**src/rtl/ctrl_pkg.sv**
```systemverilog
// rtl/ctrl_pkg.sv - shared encodings for the multicycle control FSM and ALUControl
package ctrl_pkg;

  // FSM state encoding (also exported on the debug state output)
  typedef enum logic [2:0] {
    S_FETCH  = 3'd0,
    S_DECODE = 3'd1,
    S_EXEC   = 3'd2,
    S_MEM    = 3'd3,
    S_WB     = 3'd4,
    S_TRAP   = 3'd7
  } state_e;

  // Primary opcodes, instruction bits [31:26]
  localparam logic [5:0] OP_RTYPE = 6'h00;
  localparam logic [5:0] OP_J     = 6'h02;
  localparam logic [5:0] OP_JAL   = 6'h03;
  localparam logic [5:0] OP_BEQ   = 6'h04;
  localparam logic [5:0] OP_BNE   = 6'h05;
  localparam logic [5:0] OP_ADDI  = 6'h08;
  localparam logic [5:0] OP_SLTI  = 6'h0A;
  localparam logic [5:0] OP_SLTIU = 6'h0B;
  localparam logic [5:0] OP_ANDI  = 6'h0C;
  localparam logic [5:0] OP_ORI   = 6'h0D;
  localparam logic [5:0] OP_XORI  = 6'h0E;
  localparam logic [5:0] OP_LUI   = 6'h0F;
  localparam logic [5:0] OP_LW    = 6'h23;
  localparam logic [5:0] OP_SW    = 6'h2B;

  // alu_op codes understood by ALUControl
  localparam logic [3:0] ALU_NONE  = 4'b0000;
  localparam logic [3:0] ALU_ADD   = 4'b0001;
  localparam logic [3:0] ALU_AND   = 4'b0010;
  localparam logic [3:0] ALU_OR    = 4'b0011;
  localparam logic [3:0] ALU_XOR   = 4'b0100;
  localparam logic [3:0] ALU_BEQ   = 4'b0101;
  localparam logic [3:0] ALU_BNE   = 4'b0110;
  localparam logic [3:0] ALU_SLT   = 4'b0111;
  localparam logic [3:0] ALU_SLTU  = 4'b1000;
  localparam logic [3:0] ALU_LUI   = 4'b1001;
  localparam logic [3:0] ALU_LW    = 4'b1010;
  localparam logic [3:0] ALU_SW    = 4'b1011;
  localparam logic [3:0] ALU_J     = 4'b1100;
  localparam logic [3:0] ALU_JAL   = 4'b1101;
  localparam logic [3:0] ALU_RTYPE = 4'b1111;

  // Datapath mux selects
  localparam logic       SRCA_PC      = 1'b0;
  localparam logic       SRCA_RS      = 1'b1;
  localparam logic [1:0] SRCB_RT      = 2'b00;
  localparam logic [1:0] SRCB_FOUR    = 2'b01;
  localparam logic [1:0] SRCB_IMM     = 2'b10;
  localparam logic [1:0] SRCB_SHL2    = 2'b11;
  localparam logic [1:0] PCSRC_ALU    = 2'b00;
  localparam logic [1:0] PCSRC_ALUOUT = 2'b01;
  localparam logic [1:0] PCSRC_JUMP   = 2'b10;
  localparam logic [1:0] REGDST_RT    = 2'b00;
  localparam logic [1:0] REGDST_RD    = 2'b01;
  localparam logic [1:0] REGDST_R31   = 2'b10;
  localparam logic [1:0] M2R_ALUOUT   = 2'b00;
  localparam logic [1:0] M2R_MEM      = 2'b01;
  localparam logic [1:0] M2R_PC       = 2'b10;
  localparam logic [1:0] M2R_LUI      = 2'b11;

  // R-type funct values the datapath implements
  function automatic logic funct_is_legal(input logic [5:0] fn);
    logic ok;
    case (fn)
      6'd0, 6'd2, 6'd3, 6'd32, 6'd34, 6'd36,
      6'd37, 6'd38, 6'd39, 6'd42, 6'd43: ok = 1'b1;
      default:                           ok = 1'b0;
    endcase
    return ok;
  endfunction

endpackage

```
**src/rtl/multicycle_control_if.sv**
```systemverilog
// rtl/multicycle_control_if.sv - control bus between the FSM and the datapath (MULTICYCLE_PERF_CNT_EN adds counters)
interface multicycle_control_if;

  logic [5:0]  opcode;
  logic [5:0]  funct;
  logic        zero;
  logic        mem_ready;
  logic [3:0]  alu_op;
  logic        alu_src_a;
  logic [1:0]  alu_src_b;
  logic [1:0]  pc_src;
  logic        pc_write;
  logic        ir_write;
  logic        iord;
  logic        mem_read;
  logic        mem_write;
  logic        reg_write;
  logic [1:0]  reg_dst;
  logic [1:0]  mem_to_reg;
  logic        illegal;
  logic [2:0]  state;
`ifdef MULTICYCLE_PERF_CNT_EN
  logic [31:0] cycle_count;
  logic [31:0] instr_count;
`endif

  modport master (
    input  opcode, funct, zero, mem_ready,
    output alu_op, alu_src_a, alu_src_b, pc_src, pc_write, ir_write, iord,
           mem_read, mem_write, reg_write, reg_dst, mem_to_reg, illegal, state
`ifdef MULTICYCLE_PERF_CNT_EN
    , output cycle_count, instr_count
`endif
  );

  modport slave (
    output opcode, funct, zero, mem_ready,
    input  alu_op, alu_src_a, alu_src_b, pc_src, pc_write, ir_write, iord,
           mem_read, mem_write, reg_write, reg_dst, mem_to_reg, illegal, state
`ifdef MULTICYCLE_PERF_CNT_EN
    , input cycle_count, instr_count
`endif
  );

endinterface

```
**src/rtl/op_to_aluop.sv**
```systemverilog
// rtl/op_to_aluop.sv - maps latched opcode/funct to the ALUControl code and a legality bit
module op_to_aluop
  import ctrl_pkg::*;
(
  input  logic [5:0] op_i,
  input  logic [5:0] fn_i,
  output logic [3:0] alu_op_o,
  output logic       legal_o
);

  // Opcode lookup; anything not listed is an illegal instruction
  always_comb begin
    alu_op_o = ALU_NONE;
    legal_o  = 1'b1;
    case (op_i)
      OP_RTYPE: begin
        alu_op_o = ALU_RTYPE;
        legal_o  = funct_is_legal(fn_i);
      end
      OP_ADDI:  alu_op_o = ALU_ADD;
      OP_ANDI:  alu_op_o = ALU_AND;
      OP_ORI:   alu_op_o = ALU_OR;
      OP_XORI:  alu_op_o = ALU_XOR;
      OP_BEQ:   alu_op_o = ALU_BEQ;
      OP_BNE:   alu_op_o = ALU_BNE;
      OP_SLTI:  alu_op_o = ALU_SLT;
      OP_SLTIU: alu_op_o = ALU_SLTU;
      OP_LUI:   alu_op_o = ALU_LUI;
      OP_LW:    alu_op_o = ALU_LW;
      OP_SW:    alu_op_o = ALU_SW;
      OP_J:     alu_op_o = ALU_J;
      OP_JAL:   alu_op_o = ALU_JAL;
      default:  legal_o  = 1'b0;
    endcase
  end

endmodule

```
**src/rtl/multicycle_control.sv**
```systemverilog
// rtl/multicycle_control.sv - multicycle main control FSM (MULTICYCLE_PERF_CNT_EN adds perf counters)
module multicycle_control
  import ctrl_pkg::*;
(
  input  logic                 clk,
  input  logic                 rst_n,
  multicycle_control_if.master bus
);

  state_e     state_q, state_d;
  logic [5:0] op_q, fn_q;
  logic       illegal_q;
  logic [3:0] map_alu_op;
  logic       map_legal;

  logic [3:0] alu_op_c;
  logic       alu_src_a_c;
  logic [1:0] alu_src_b_c, pc_src_c, reg_dst_c, mem_to_reg_c;
  logic       pc_write_c, ir_write_c, iord_c, mem_read_c, mem_write_c, reg_write_c;

  op_to_aluop u_op_to_aluop (
    .op_i     (op_q),
    .fn_i     (fn_q),
    .alu_op_o (map_alu_op),
    .legal_o  (map_legal)
  );

  // State, latched instruction fields and sticky trap flag
  always_ff @(posedge clk or negedge rst_n) begin
    if (!rst_n) begin
      state_q   <= S_FETCH;
      op_q      <= 6'd0;
      fn_q      <= 6'd0;
      illegal_q <= 1'b0;
    end else begin
      state_q <= state_d;
      if (state_q == S_FETCH && bus.mem_ready) begin
        op_q <= bus.opcode;
        fn_q <= bus.funct;
      end
      if (state_d == S_TRAP) illegal_q <= 1'b1;
    end
  end

  // Next state and per-state datapath controls
  always_comb begin
    state_d      = state_q;
    alu_op_c     = ALU_NONE;
    alu_src_a_c  = SRCA_PC;
    alu_src_b_c  = SRCB_RT;
    pc_src_c     = PCSRC_ALU;
    pc_write_c   = 1'b0;
    ir_write_c   = 1'b0;
    iord_c       = 1'b0;
    mem_read_c   = 1'b0;
    mem_write_c  = 1'b0;
    reg_write_c  = 1'b0;
    reg_dst_c    = REGDST_RT;
    mem_to_reg_c = M2R_ALUOUT;
    case (state_q)
      S_FETCH: begin
        mem_read_c  = 1'b1;
        alu_src_b_c = SRCB_FOUR;
        alu_op_c    = ALU_ADD;
        ir_write_c  = bus.mem_ready;
        pc_write_c  = bus.mem_ready;
        if (bus.mem_ready) state_d = S_DECODE;
      end
      S_DECODE: begin
        alu_src_b_c = SRCB_SHL2;
        alu_op_c    = ALU_ADD;
        state_d     = map_legal ? S_EXEC : S_TRAP;
      end
      S_EXEC: begin
        alu_op_c = map_alu_op;
        case (op_q)
          OP_LW, OP_SW: begin
            alu_src_a_c = SRCA_RS;
            alu_src_b_c = SRCB_IMM;
            state_d     = S_MEM;
          end
          OP_BEQ, OP_BNE: begin
            alu_src_a_c = SRCA_RS;
            alu_src_b_c = SRCB_RT;
            pc_src_c    = PCSRC_ALUOUT;
            pc_write_c  = (op_q == OP_BEQ) ? bus.zero : ~bus.zero;
            state_d     = S_FETCH;
          end
          OP_J: begin
            pc_src_c   = PCSRC_JUMP;
            pc_write_c = 1'b1;
            state_d    = S_FETCH;
          end
          OP_JAL: begin
            pc_src_c     = PCSRC_JUMP;
            pc_write_c   = 1'b1;
            reg_write_c  = 1'b1;
            reg_dst_c    = REGDST_R31;
            mem_to_reg_c = M2R_PC;
            state_d      = S_FETCH;
          end
          default: begin
            alu_src_a_c = SRCA_RS;
            alu_src_b_c = (op_q == OP_RTYPE) ? SRCB_RT : SRCB_IMM;
            state_d     = S_WB;
          end
        endcase
      end
      S_MEM: begin
        alu_op_c = map_alu_op;
        iord_c   = 1'b1;
        if (op_q == OP_LW) begin
          mem_read_c = 1'b1;
          if (bus.mem_ready) state_d = S_WB;
        end else begin
          mem_write_c = 1'b1;
          if (bus.mem_ready) state_d = S_FETCH;
        end
      end
      S_WB: begin
        alu_op_c     = map_alu_op;
        reg_write_c  = 1'b1;
        reg_dst_c    = (op_q == OP_RTYPE) ? REGDST_RD : REGDST_RT;
        mem_to_reg_c = (op_q == OP_LW)  ? M2R_MEM :
                       (op_q == OP_LUI) ? M2R_LUI : M2R_ALUOUT;
        state_d      = S_FETCH;
      end
      S_TRAP:  state_d = S_TRAP;
      default: state_d = S_FETCH;
    endcase
  end

  // Strobes are gated by rst_n so nothing writes while reset is held
  assign bus.pc_write   = pc_write_c  & rst_n;
  assign bus.ir_write   = ir_write_c  & rst_n;
  assign bus.reg_write  = reg_write_c & rst_n;
  assign bus.mem_read   = mem_read_c  & rst_n;
  assign bus.mem_write  = mem_write_c & rst_n;
  assign bus.iord       = iord_c;
  assign bus.alu_op     = alu_op_c;
  assign bus.alu_src_a  = alu_src_a_c;
  assign bus.alu_src_b  = alu_src_b_c;
  assign bus.pc_src     = pc_src_c;
  assign bus.reg_dst    = reg_dst_c;
  assign bus.mem_to_reg = mem_to_reg_c;
  assign bus.illegal    = illegal_q;
  assign bus.state      = state_q;

`ifdef MULTICYCLE_PERF_CNT_EN
  logic [31:0] cycle_count_q, instr_count_q;

  // Cycle and retired-instruction counters, wrapping at 2^32
  always_ff @(posedge clk or negedge rst_n) begin
    if (!rst_n) begin
      cycle_count_q <= 32'd0;
      instr_count_q <= 32'd0;
    end else begin
      if (state_q != S_TRAP) cycle_count_q <= cycle_count_q + 32'd1;
      if (state_d == S_FETCH &&
          (state_q == S_EXEC || state_q == S_MEM || state_q == S_WB))
        instr_count_q <= instr_count_q + 32'd1;
    end
  end

  assign bus.cycle_count = cycle_count_q;
  assign bus.instr_count = instr_count_q;
`endif

endmodule

```
**src/flat_wrapper.sv**
```systemverilog
// flat-port wrapper written by rule: the top's interface ports become plain ports
module multicycle_control_flat import ctrl_pkg::*;
  (clk, rst_n, bus_opcode, bus_funct, bus_zero, bus_mem_ready, bus_alu_op, bus_alu_src_a, bus_alu_src_b, bus_pc_src, bus_pc_write, bus_ir_write, bus_iord, bus_mem_read, bus_mem_write, bus_reg_write, bus_reg_dst, bus_mem_to_reg, bus_illegal, bus_state);
  multicycle_control_if bus_i ();
  input  logic clk;
  input  logic rst_n;
  input wire logic [$bits(bus_i.opcode)-1:0] bus_opcode;
  input wire logic [$bits(bus_i.funct)-1:0] bus_funct;
  input wire logic [$bits(bus_i.zero)-1:0] bus_zero;
  input wire logic [$bits(bus_i.mem_ready)-1:0] bus_mem_ready;
  output wire logic [$bits(bus_i.alu_op)-1:0] bus_alu_op;
  output wire logic [$bits(bus_i.alu_src_a)-1:0] bus_alu_src_a;
  output wire logic [$bits(bus_i.alu_src_b)-1:0] bus_alu_src_b;
  output wire logic [$bits(bus_i.pc_src)-1:0] bus_pc_src;
  output wire logic [$bits(bus_i.pc_write)-1:0] bus_pc_write;
  output wire logic [$bits(bus_i.ir_write)-1:0] bus_ir_write;
  output wire logic [$bits(bus_i.iord)-1:0] bus_iord;
  output wire logic [$bits(bus_i.mem_read)-1:0] bus_mem_read;
  output wire logic [$bits(bus_i.mem_write)-1:0] bus_mem_write;
  output wire logic [$bits(bus_i.reg_write)-1:0] bus_reg_write;
  output wire logic [$bits(bus_i.reg_dst)-1:0] bus_reg_dst;
  output wire logic [$bits(bus_i.mem_to_reg)-1:0] bus_mem_to_reg;
  output wire logic [$bits(bus_i.illegal)-1:0] bus_illegal;
  output wire logic [$bits(bus_i.state)-1:0] bus_state;
  assign bus_i.opcode = bus_opcode;
  assign bus_i.funct = bus_funct;
  assign bus_i.zero = bus_zero;
  assign bus_i.mem_ready = bus_mem_ready;
  assign bus_alu_op = bus_i.alu_op;
  assign bus_alu_src_a = bus_i.alu_src_a;
  assign bus_alu_src_b = bus_i.alu_src_b;
  assign bus_pc_src = bus_i.pc_src;
  assign bus_pc_write = bus_i.pc_write;
  assign bus_ir_write = bus_i.ir_write;
  assign bus_iord = bus_i.iord;
  assign bus_mem_read = bus_i.mem_read;
  assign bus_mem_write = bus_i.mem_write;
  assign bus_reg_write = bus_i.reg_write;
  assign bus_reg_dst = bus_i.reg_dst;
  assign bus_mem_to_reg = bus_i.mem_to_reg;
  assign bus_illegal = bus_i.illegal;
  assign bus_state = bus_i.state;
  multicycle_control u_core (.clk(clk), .rst_n(rst_n), .bus(bus_i));
endmodule
```
**config.mk**
```make
export PLATFORM = sky130hd
export DESIGN_NAME = multicycle_control_flat
export DESIGN_NICKNAME = d
export VERILOG_FILES = /design/src/rtl/ctrl_pkg.sv /design/src/rtl/multicycle_control_if.sv /design/src/rtl/op_to_aluop.sv /design/src/rtl/multicycle_control.sv /design/src/flat_wrapper.sv
export SDC_FILE = /design/constraint.sdc
export NUM_CORES = 1
export LEC_CHECK = 0
export CORE_UTILIZATION = 48
export DETAILED_ROUTE_END_ITERATION = 8
export PLACE_DENSITY = 0.78
export SYNTH_ARGS = -nofsm -noshare
export SYNTH_HDL_FRONTEND = slang
export SYNTH_HIERARCHICAL = 1
export SYNTH_SLANG_ARGS = --single-unit
```
**constraint.sdc**
```tcl
create_clock -name clk -period 2.08 [get_ports clk]
set_clock_uncertainty 0.1 [all_clocks]
set_input_delay 0.416 -clock clk [delete_from_list [all_inputs] [get_ports clk]]
set_output_delay 0.416 -clock clk [all_outputs]
set_load 0.03 [all_outputs]
```
==> out/qor.yml, run 1 <==
hold_buffers: 0
synth_seq_cells: 16
worst_endpoint: "bus_reg_write"
synthTopCellsByArea: "dfrtp_1, mux2_2, nor2b_1"
failing_step: "global routing (5_1_grt)"
synth.largest_area_cell: "dfrtp_1"
synth_nets: 171
grt-ovfl-total: 62
yosys.area_share.simple: 0.3436
synth_top_area_share: 0.2901
status: "did not finish"
synthXorXnorAreaFrac: 0.006346
rows: 19
worstEndpointType: "top-level output"
root_buffer: "clkbuf_4"
clk_path_buf_depth: 2
start_util: 0.5048
postSynthCellCount: 155
pre_cts_slack_ns: -0.3480
grt_max_degree: 16
die_h_um: 55.62
cts_buffers: 3
dp.cells: 248
synth_warnings: 6
synth_area_per_cell_um2: 8.904
synth_area_mm2: 0.001380
synth_edf_count: 0
post_dp_cell_area_mm2: 0.001994
async_flop_share: 1.000
synth_fa_ha_area_frac: 0
synth_ff_type: "dfrtp_1"
yosys-top-cells-count: "dfrtp_1, nor2_1, mux2_2"
h-tree-depth: 1
pin_count: 39
synth_mux_area_frac: 0.1043
place.gp.congestion: 0.8509
yosysSeqAreaShare: 0.2901
port_buffers: 38
clock_sinks: 16
place_hpwl_um: 2948
die_x_um: 55.62
synth_most_common_cell: "dfrtp_1"
first-error: "[ERROR GRT-0232] Routing congestion too high. Check the congestion heatmap in the GUI."
grt_usage: 0.7722
synth-compound-area-share: 0.1732
synth.distinct_cells: 57
synth_top_family_by_area: "simple AND/OR/NAND/NOR gates"
==> cell families after synthesis <==
| kind of cell | after synthesis |
|---|---|
| buf+inv | 21 |
| xor+xnor | 1 |
| mux | 13 |
| simple gates | 71 |
| flops | 16 |
| compound gates | 33 |
==> repair_timing <==
item                       in CTS
setup endpoints to repair      22
resized for setup              91
gates cloned                    1
setup buffers                  39
pin swaps                      19
==> per-stage QoR <==
step | util | hold WS (ns)
CTS | 0.9355 | 0.3727
detailed placement | 0.7295 | 0.3573
floorplan | - | 0.02041
global placement | 0.7295 | 0.3522
==> metal layers <==
| layer | GRT usage | overflow |
|---|---|---|
| met2 | 0.9621 | 30 |
| met4 | 0.8536 | 32 |
| met1 | 0.8308 | 0 |
| met5 | 0 | 0 |
| met3 | 0.4721 | 0 |
==> run 2: changes to the inputs <==
Settings changed: CORE_AREA from default to 2 2 63 65, CORE_UTILIZATION 48 to default, DIE_AREA from default to 0 0 65 67, PLACE_DENSITY 0.78 to default, PLACE_DENSITY_LB_ADDON from default to 0.15.
==> run 2 against run 1 <==
Net effect: the flow now finishes, with violations (negative setup slack); synthesized cell count unchanged; area after synthesis unchanged.
==> out/qor.yml, run 2 <==
yosys.area_share.simple: 0.3436  # unchanged
grt_setup_unrepaired: "yes"
slew_headroom: 0.6205
reg2reg_depth: 10
synth.largest_area_cell: "dfrtp_1"  # unchanged
nFillCells: 252
grt-ovfl-total: 0
fin_crit_sh: 1.148
switchingPower_w: 0.001851
finalMaxSlewViolations: 0
port_buffers: 38  # unchanged
synth_seq_cells: 16  # unchanged
async_flop_share: 1.000  # unchanged
place.gp.congestion: 0.8305  # was 0.8509
core-area_mm2: 0.003606
start_util: 0.3827  # was 0.5048
h-tree-depth: 1  # unchanged
first_global_vias: 1528
end_kind: "output pin"
clock_sinks: 16  # unchanged
synth.distinct_cells: 57  # unchanged
pwr-share-comb: 0.783
max-cap-violations: 0
via_per_inst: 5.322
crit_required_ns: 1.56
synth_top_family_by_area: "simple AND/OR/NAND/NOR gates"  # unchanged
die_h_um: 67  # was 55.62 µm
rows: 22  # was 19
synth_edf_count: 0  # unchanged
worst_slack_ns: -0.3081
synth_warnings: 6  # unchanged
grt_usage: 0.2185
hold_buffers: 0  # unchanged
worstHoldEndpoint: "u_core/bus.illegal"
p_int_w: 0.002327
synth_fa_ha_area_frac: 0  # unchanged
multi_input_area_mm2: 0.001095
critPathArrivalTime_ns: 1.87
whs_path_depth: 1
status: "finished with violations"  # was did not finish
clk_pin_slew_ns: 0.06
worstMarginPinSlew_ns: 0.5534
yosysSeqAreaShare: 0.2901  # unchanged
layout_commonest_cell: "buf_4"
place_hpwl_um: 3012  # was 2948 µm
drcViolationCount: 0
synthTopCellsByArea: "dfrtp_1, mux2_2, nor2b_1"  # unchanged
worstSetupStartpointType: "register"
first_pass_iters: 4
num_vias: 1554
die_area_mm2: 0.004355
postRouteAntennaNets: 0
nNetsFinal: 261
synth_area_mm2: 0.001380  # unchanged
synth_top_area_share: 0.2901  # unchanged
area_delta_synth_final_pct: 87.22
p_total_w: 0.004177
post-route-min-period_ns: 2.388
min_path_type: "register to register"
final_cell_mix: "buf_4, buf_6, clkdlybuf4s50_1"
routed_wl_um: 4766
postSynthCellCount: 155  # unchanged
n_antenna_cell: 0
synth_mux_area_frac: 0.1043  # unchanged
p_clk_frac: 0.065
grt_max_degree: 15
drt-initial-drc-count: 95
synthXorXnorAreaFrac: 0.006346  # unchanged
synth-compound-area-share: 0.1732  # unchanged
crit_path_max_fanout: 5
power_frac_seq: 0.153
cts_buffers: 3  # unchanged
die_x_um: 65  # was 55.62 µm
min-delay-start: "u_core/bus.illegal"
rr_startpoint: "u_core/op_q[5]"
ff2ff_setup_slack_ns: -0.17
setup_violations: 19
hold_viol_final: 0
pin_count: 39  # unchanged
yosys-top-cells-count: "dfrtp_1, nor2_1, mux2_2"  # unchanged
synth_most_common_cell: "dfrtp_1"  # unchanged
seqCellArea_um2: 406.6
grt_pass1_wl_um: 7334
synth_nets: 171  # unchanged
path_class: "register to output pin"
p_leak_nw: 1.129
peakVddDrop_v: 0.0007040
drive_gt1_frac: 0.5779
r2r_end: "u_core/bus.illegal"
holdWs_ns: 0.3756
synth_area_per_cell_um2: 8.904  # unchanged
root_buffer: "clkbuf_8"  # was clkbuf_4
wire_per_inst_um: 16.32
stdcell_count: 292
switching_share: 0.4431
antenna_found_initial: 0
cts_tree: "yes"
clock.fmax_mhz: 418.7
clkLatencyLatePin_ns: 0.25
fin_util: 0.7165
synth_ff_type: "dfrtp_1"  # unchanged
dp.cells: 261  # was 248
violations: "negative setup slack"
clk_path_buf_depth: 2  # unchanged
pwr_density_cell_mw_per_mm2: 1617
run 2: worst max-delay path by stage:
| stage | cells past startpoint | from | slack [ns] | to |
|---|---|---|---|---|
| 2_1_floorplan | 4 | u_core/bus.state[2] | 0.03 | bus_pc_write |
| 3_3_place_gp | 4 | u_core/op_q[3] | -0.26 | bus_alu_src_b[1] |
| 3_5_place_dp | 4 | u_core/op_q[3] | -0.31 | bus_alu_src_b[1] |
| 4_1_cts | 8 | u_core/op_q[3] | -0.32 | bus_alu_op[0] |
| 5_1_grt | 9 | u_core/op_q[3] | -0.39 | bus_alu_op[0] |
| 6_report | 9 | u_core/op_q[3] | -0.31 | bus_alu_op[0] |
run 2: kinds of logic after synthesis:
kind of cell              Yosys count
buffers and inverters              21
muxes                              13
and+or+nand+nor                    71
DFF                                16
xor gates and xnor gates            1
AOI/OAI and AO/OA                  33
run 2: critical path, cell delays in order (launching register included):
cell,delay [ns]
dfrtp_2,0.43
buf_8,0.15
buf_4,0.14
nor3b_4,0.22
o221ai_4,0.14
o41ai_4,0.08
inv_1,0.08
o21ai_1,0.12
a22o_2,0.15
buf_6,0.12
run 2: what timing repair did:
action	in CTS	in global routing
setup endpoints to repair	20	22
gates cloned	2	0
endpoints found under the hold margin	0	0
resized for setup	70	22
pin swaps	19	15
setup buffers	18	10
run 2: layout make-up:
| cell class | instances | area share |
|---|---|---|
| clock buffers | 4 | 0.02131 |
| inverters | 8 | 0.01162 |
| multi-input cells | 118 | 0.4237 |
| flip-flops and latches | 16 | 0.1574 |
| well taps | 48 | 0.02324 |
| repair buffers | 98 | 0.3627 |
run 2: power groups by stage:
stage	sequential (W)	combinational, W	clock [W]
floorplan	0.000667	0.00136	0
CTS	0.000632	0.00295	0.000282
detailed placement	0.000610	0.00221	0
global placement	0.000600	0.00218	0
global route	0.000655	0.00346	0.000292
finish	0.000637	0.00327	0.000271
run 2: per-stage QoR:
stage | worst slack, ns | TNS [ns] | cell area, µm²
floorplan | 0.02505 | 0 | 1421
global placement | -0.2578 | -0.8656 | 1998
detailed placement | -0.3058 | -1.021 | 1998
CTS | -0.3171 | -2.573 | 2455
global route | -0.3891 | -4.820 | 2584
finish | -0.3081 | -3.368 | 2584
run 2: per-layer routing:
metal	part of all wire	global-route usage	wire [µm]
met2	0.54	0.4008	2584
met1	0.41	0.2703	1973
met3	0.034	0.02365	161
met5	0	0	0
met4	0.0097	0.05851	46
No activity file was read; power rests on OpenSTA's default activity.
==> run 3: changes to the inputs <==
Clock period 2.08 ns to 2.1 ns, I/O delays scaled along.
==> run 3 against run 2 <==
Net effect: the flow still finishes with violations (negative setup slack); non-clock buffer count up 1; hold slack worse by 0.0012 ns; critical endpoint unchanged; power down 3.8%; critical path type unchanged; die area unchanged; sequential share of layout area up 0.12 points; clock-buffer cell count unchanged; setup slack worse by 0.0040 ns; flip-flop and latch count unchanged; clock power about the same.
==> out/qor.yml, run 3 (same netlist as run 2, synthesis figures left out) <==
status: "finished with violations"  # unchanged
violations: "negative setup slack"  # unchanged
root_buffer: "clkbuf_8"  # unchanged
clock_sinks: 16  # unchanged
start_util: 0.3827  # unchanged
finalMaxSlewViolations: 0  # unchanged
p_leak_nw: 1.105  # was 1.129 nW
cts_tree: "yes"  # unchanged
grt-ovfl-total: 0  # unchanged
place.gp.congestion: 0.8482  # was 0.8305
cts_buffers: 3  # unchanged
critPathSlowestCell: "dfrtp_2"  # unchanged
via_per_inst: 5.413  # was 5.322
antenna_found_initial: 0  # unchanged
clkLatencyLatePin_ns: 0.25  # about the same
grt_setup_unrepaired: "yes"  # unchanged
rows: 22  # unchanged
layout_commonest_cell: "buf_4"  # unchanged
first_pass_iters: 4  # unchanged
routed_wl_um: 4746  # was 4766 µm
max_stage_delay_ns: 0.45  # was 0.43 ns
pwr_density_cell_mw_per_mm2: 1572  # was 1617 mW/mm²
area_delta_synth_final_pct: 85.22  # was 87.22%
power_frac_seq: 0.160  # was 0.153
slew_headroom: 0.5985  # was 0.6205
p_int_w: 0.002258  # was 0.002327 W
crit_required_ns: 1.58  # was 1.56 ns
place_hpwl_um: 3016  # was 3012 µm
end_kind: "output pin"  # unchanged
hold_buffers: 0  # unchanged
hold_viol_final: 0  # unchanged
critPathArrivalTime_ns: 1.89  # was 1.87 ns
postRouteAntennaNets: 0  # unchanged
ff2ff_setup_slack_ns: -0.02  # was -0.17 ns
clock.fmax_mhz: 414.6
drcViolationCount: 0  # unchanged
core-area_mm2: 0.003606  # unchanged
drt-initial-drc-count: 85  # was 95
grt_max_degree: 19  # was 15
p_clk_frac: 0.068  # was 0.065
die_x_um: 65  # unchanged
switchingPower_w: 0.001761  # was 0.001851 W
max-cap-violations: 0  # unchanged
p_total_w: 0.004019  # was 0.004177 W
nNetsFinal: 262  # was 261
worstMarginPinSlew_ns: 0.5854  # was 0.5534 ns
cp_top_family: "compound AO/OA/AOI/OAI gates"  # was buffers and inverters
die_h_um: 67  # unchanged
grt_usage: 0.2106  # was 0.2185
clk_path_buf_depth: 2  # unchanged
crit_chain: "clkbuf_16 -> a21bo_4 -> o221ai_4 -> o41ai_4 -> inv_2 -> o21ai_2 -> a22o_2 -> buf_6"  # was buf_8 -> buf_4 -> nor3b_4 -> o221ai_4 -> o41ai_4 -> inv_1 -> o21ai_1 -> a22o_2 -> buf_6
worstSetupStartpointType: "register"  # unchanged
post-route-min-period_ns: 2.412
port_buffers: 38  # unchanged
pre_cts_slack_ns: -0.2813  # was -0.3058 ns
grt_pass1_wl_um: 7051  # was 7334 µm
final_cell_mix: "buf_4, buf_6, clkdlybuf4s50_1"  # unchanged
crit_path_max_fanout: 4  # was 5
first_global_vias: 1565  # was 1528
min_path_type: "register to register"  # unchanged
h-tree-depth: 1  # unchanged
worst_slack_ns: -0.3121  # was -0.3081 ns
n_antenna_cell: 0  # unchanged
fin_crit_sh: 1.149
num_vias: 1586  # was 1554
drive_gt1_frac: 0.5837  # was 0.5779
path_class: "register to output pin"  # unchanged
pin_count: 39  # unchanged
pwr-share-comb: 0.772  # was 0.783
peakVddDrop_v: 0.0006461  # was 0.0007040 V
switching_share: 0.4382  # was 0.4431
wire_per_inst_um: 16.20  # was 16.32 µm
die_area_mm2: 0.004355  # unchanged
clk_pin_slew_ns: 0.06  # about the same
cp.buffers_inverters: 3  # was 4
setup_violations: 15  # was 19
==> run 3: cell types whose count changed in the layout (fill, tap and decap cells not counted), sizes merged <==
cell | previous run | this run
dlygate4sd2 | 2 | 1
dlymetal6s2s | 2 | 1
clkbuf | 4 | 5
clkdlybuf4s50 | 16 | 18
==> run 3: power groups by stage <==
stage	sequential [W]	combinational (W)	clock [W]
2_1_floorplan	0.000659	0.00135	0
3_3_place_gp	0.000606	0.00218	0
3_5_place_dp	0.000617	0.00221	0
4_1_cts	0.000624	0.00257	0.000285
5_1_grt	0.000671	0.00330	0.000301
6_report	0.000641	0.00310	0.000274
==> run 3: area by class of cell <==
class	instances	area, µm²
Clock buffer	4	55.05
Inverter	8	30.03
Sequential cell	16	405.4
Tap cell	48	60.06
Fill cell	277	1050
Timing Repair Buffer	99	949.7
Multi-Input combinational cell	118	1056
==> run 3: worst register-to-register path: cells and delay by family, from the launching register on <==
kind | cells | cell delay [ns]
AOI/OAI and AO/OA | 3 | 0.48
buffers and inverters | 4 | 0.53
DFF | 1 | 0.38
and+or+nand+nor | 3 | 0.52
==> run 3: final timing paths <==
path / from / endpoint / cells after the start
worst max-delay path: u_core/op_q[3] / bus_alu_op[0] / 8
worst min-delay path: u_core/bus.illegal / u_core/bus.illegal / 1
worst max register to register: u_core/op_q[1] / u_core/bus.illegal / 10
worst min register to register: u_core/bus.illegal / u_core/bus.illegal / 1
max in group asynchronous: rst_n / u_core/op_q[0] / 3
min in group asynchronous: rst_n / u_core/bus.state[2] / 2
==> run 3: what timing repair did <==
action,CTS,global route
setup endpoints to repair,18,19
setup buffers,14,11
resized for setup,43,43
pin swaps,9,16
cloned,0,1
==> run 3: metrics by stage <==
| step | TNS [ns] | util | std cells | area, µm² | hold slack, ns |
|---|---|---|---|---|---|
| after global routing | -3.558 | 0.7089 | 293 | 2556 | 0.3983 |
| after global placement | -0.8268 | 0.5614 | 265 | 2024 | 0.3510 |
| after CTS | -2.648 | 0.6381 | 283 | 2301 | 0.3769 |
| after detailed placement | -0.9220 | 0.5614 | 265 | 2024 | 0.3573 |
| after floorplan | -0.001610 | - | 155 | 1418 | 0.02441 |
| final | -2.275 | 0.7089 | 293 | 2556 | 0.3744 |
==> run 3: routing by layer <==
| metal | track usage | up-vias | routed length (µm) |
|---|---|---|---|
| li1 | - | 750 | - |
| met1 | 0.2412 | 769 | 1923 |
| met2 | 0.3802 | 52 | 2473 |
| met3 | 0.03378 | 15 | 222 |
| met4 | 0.1011 | 0 | 127 |
| met5 | 0 | - | 0 |
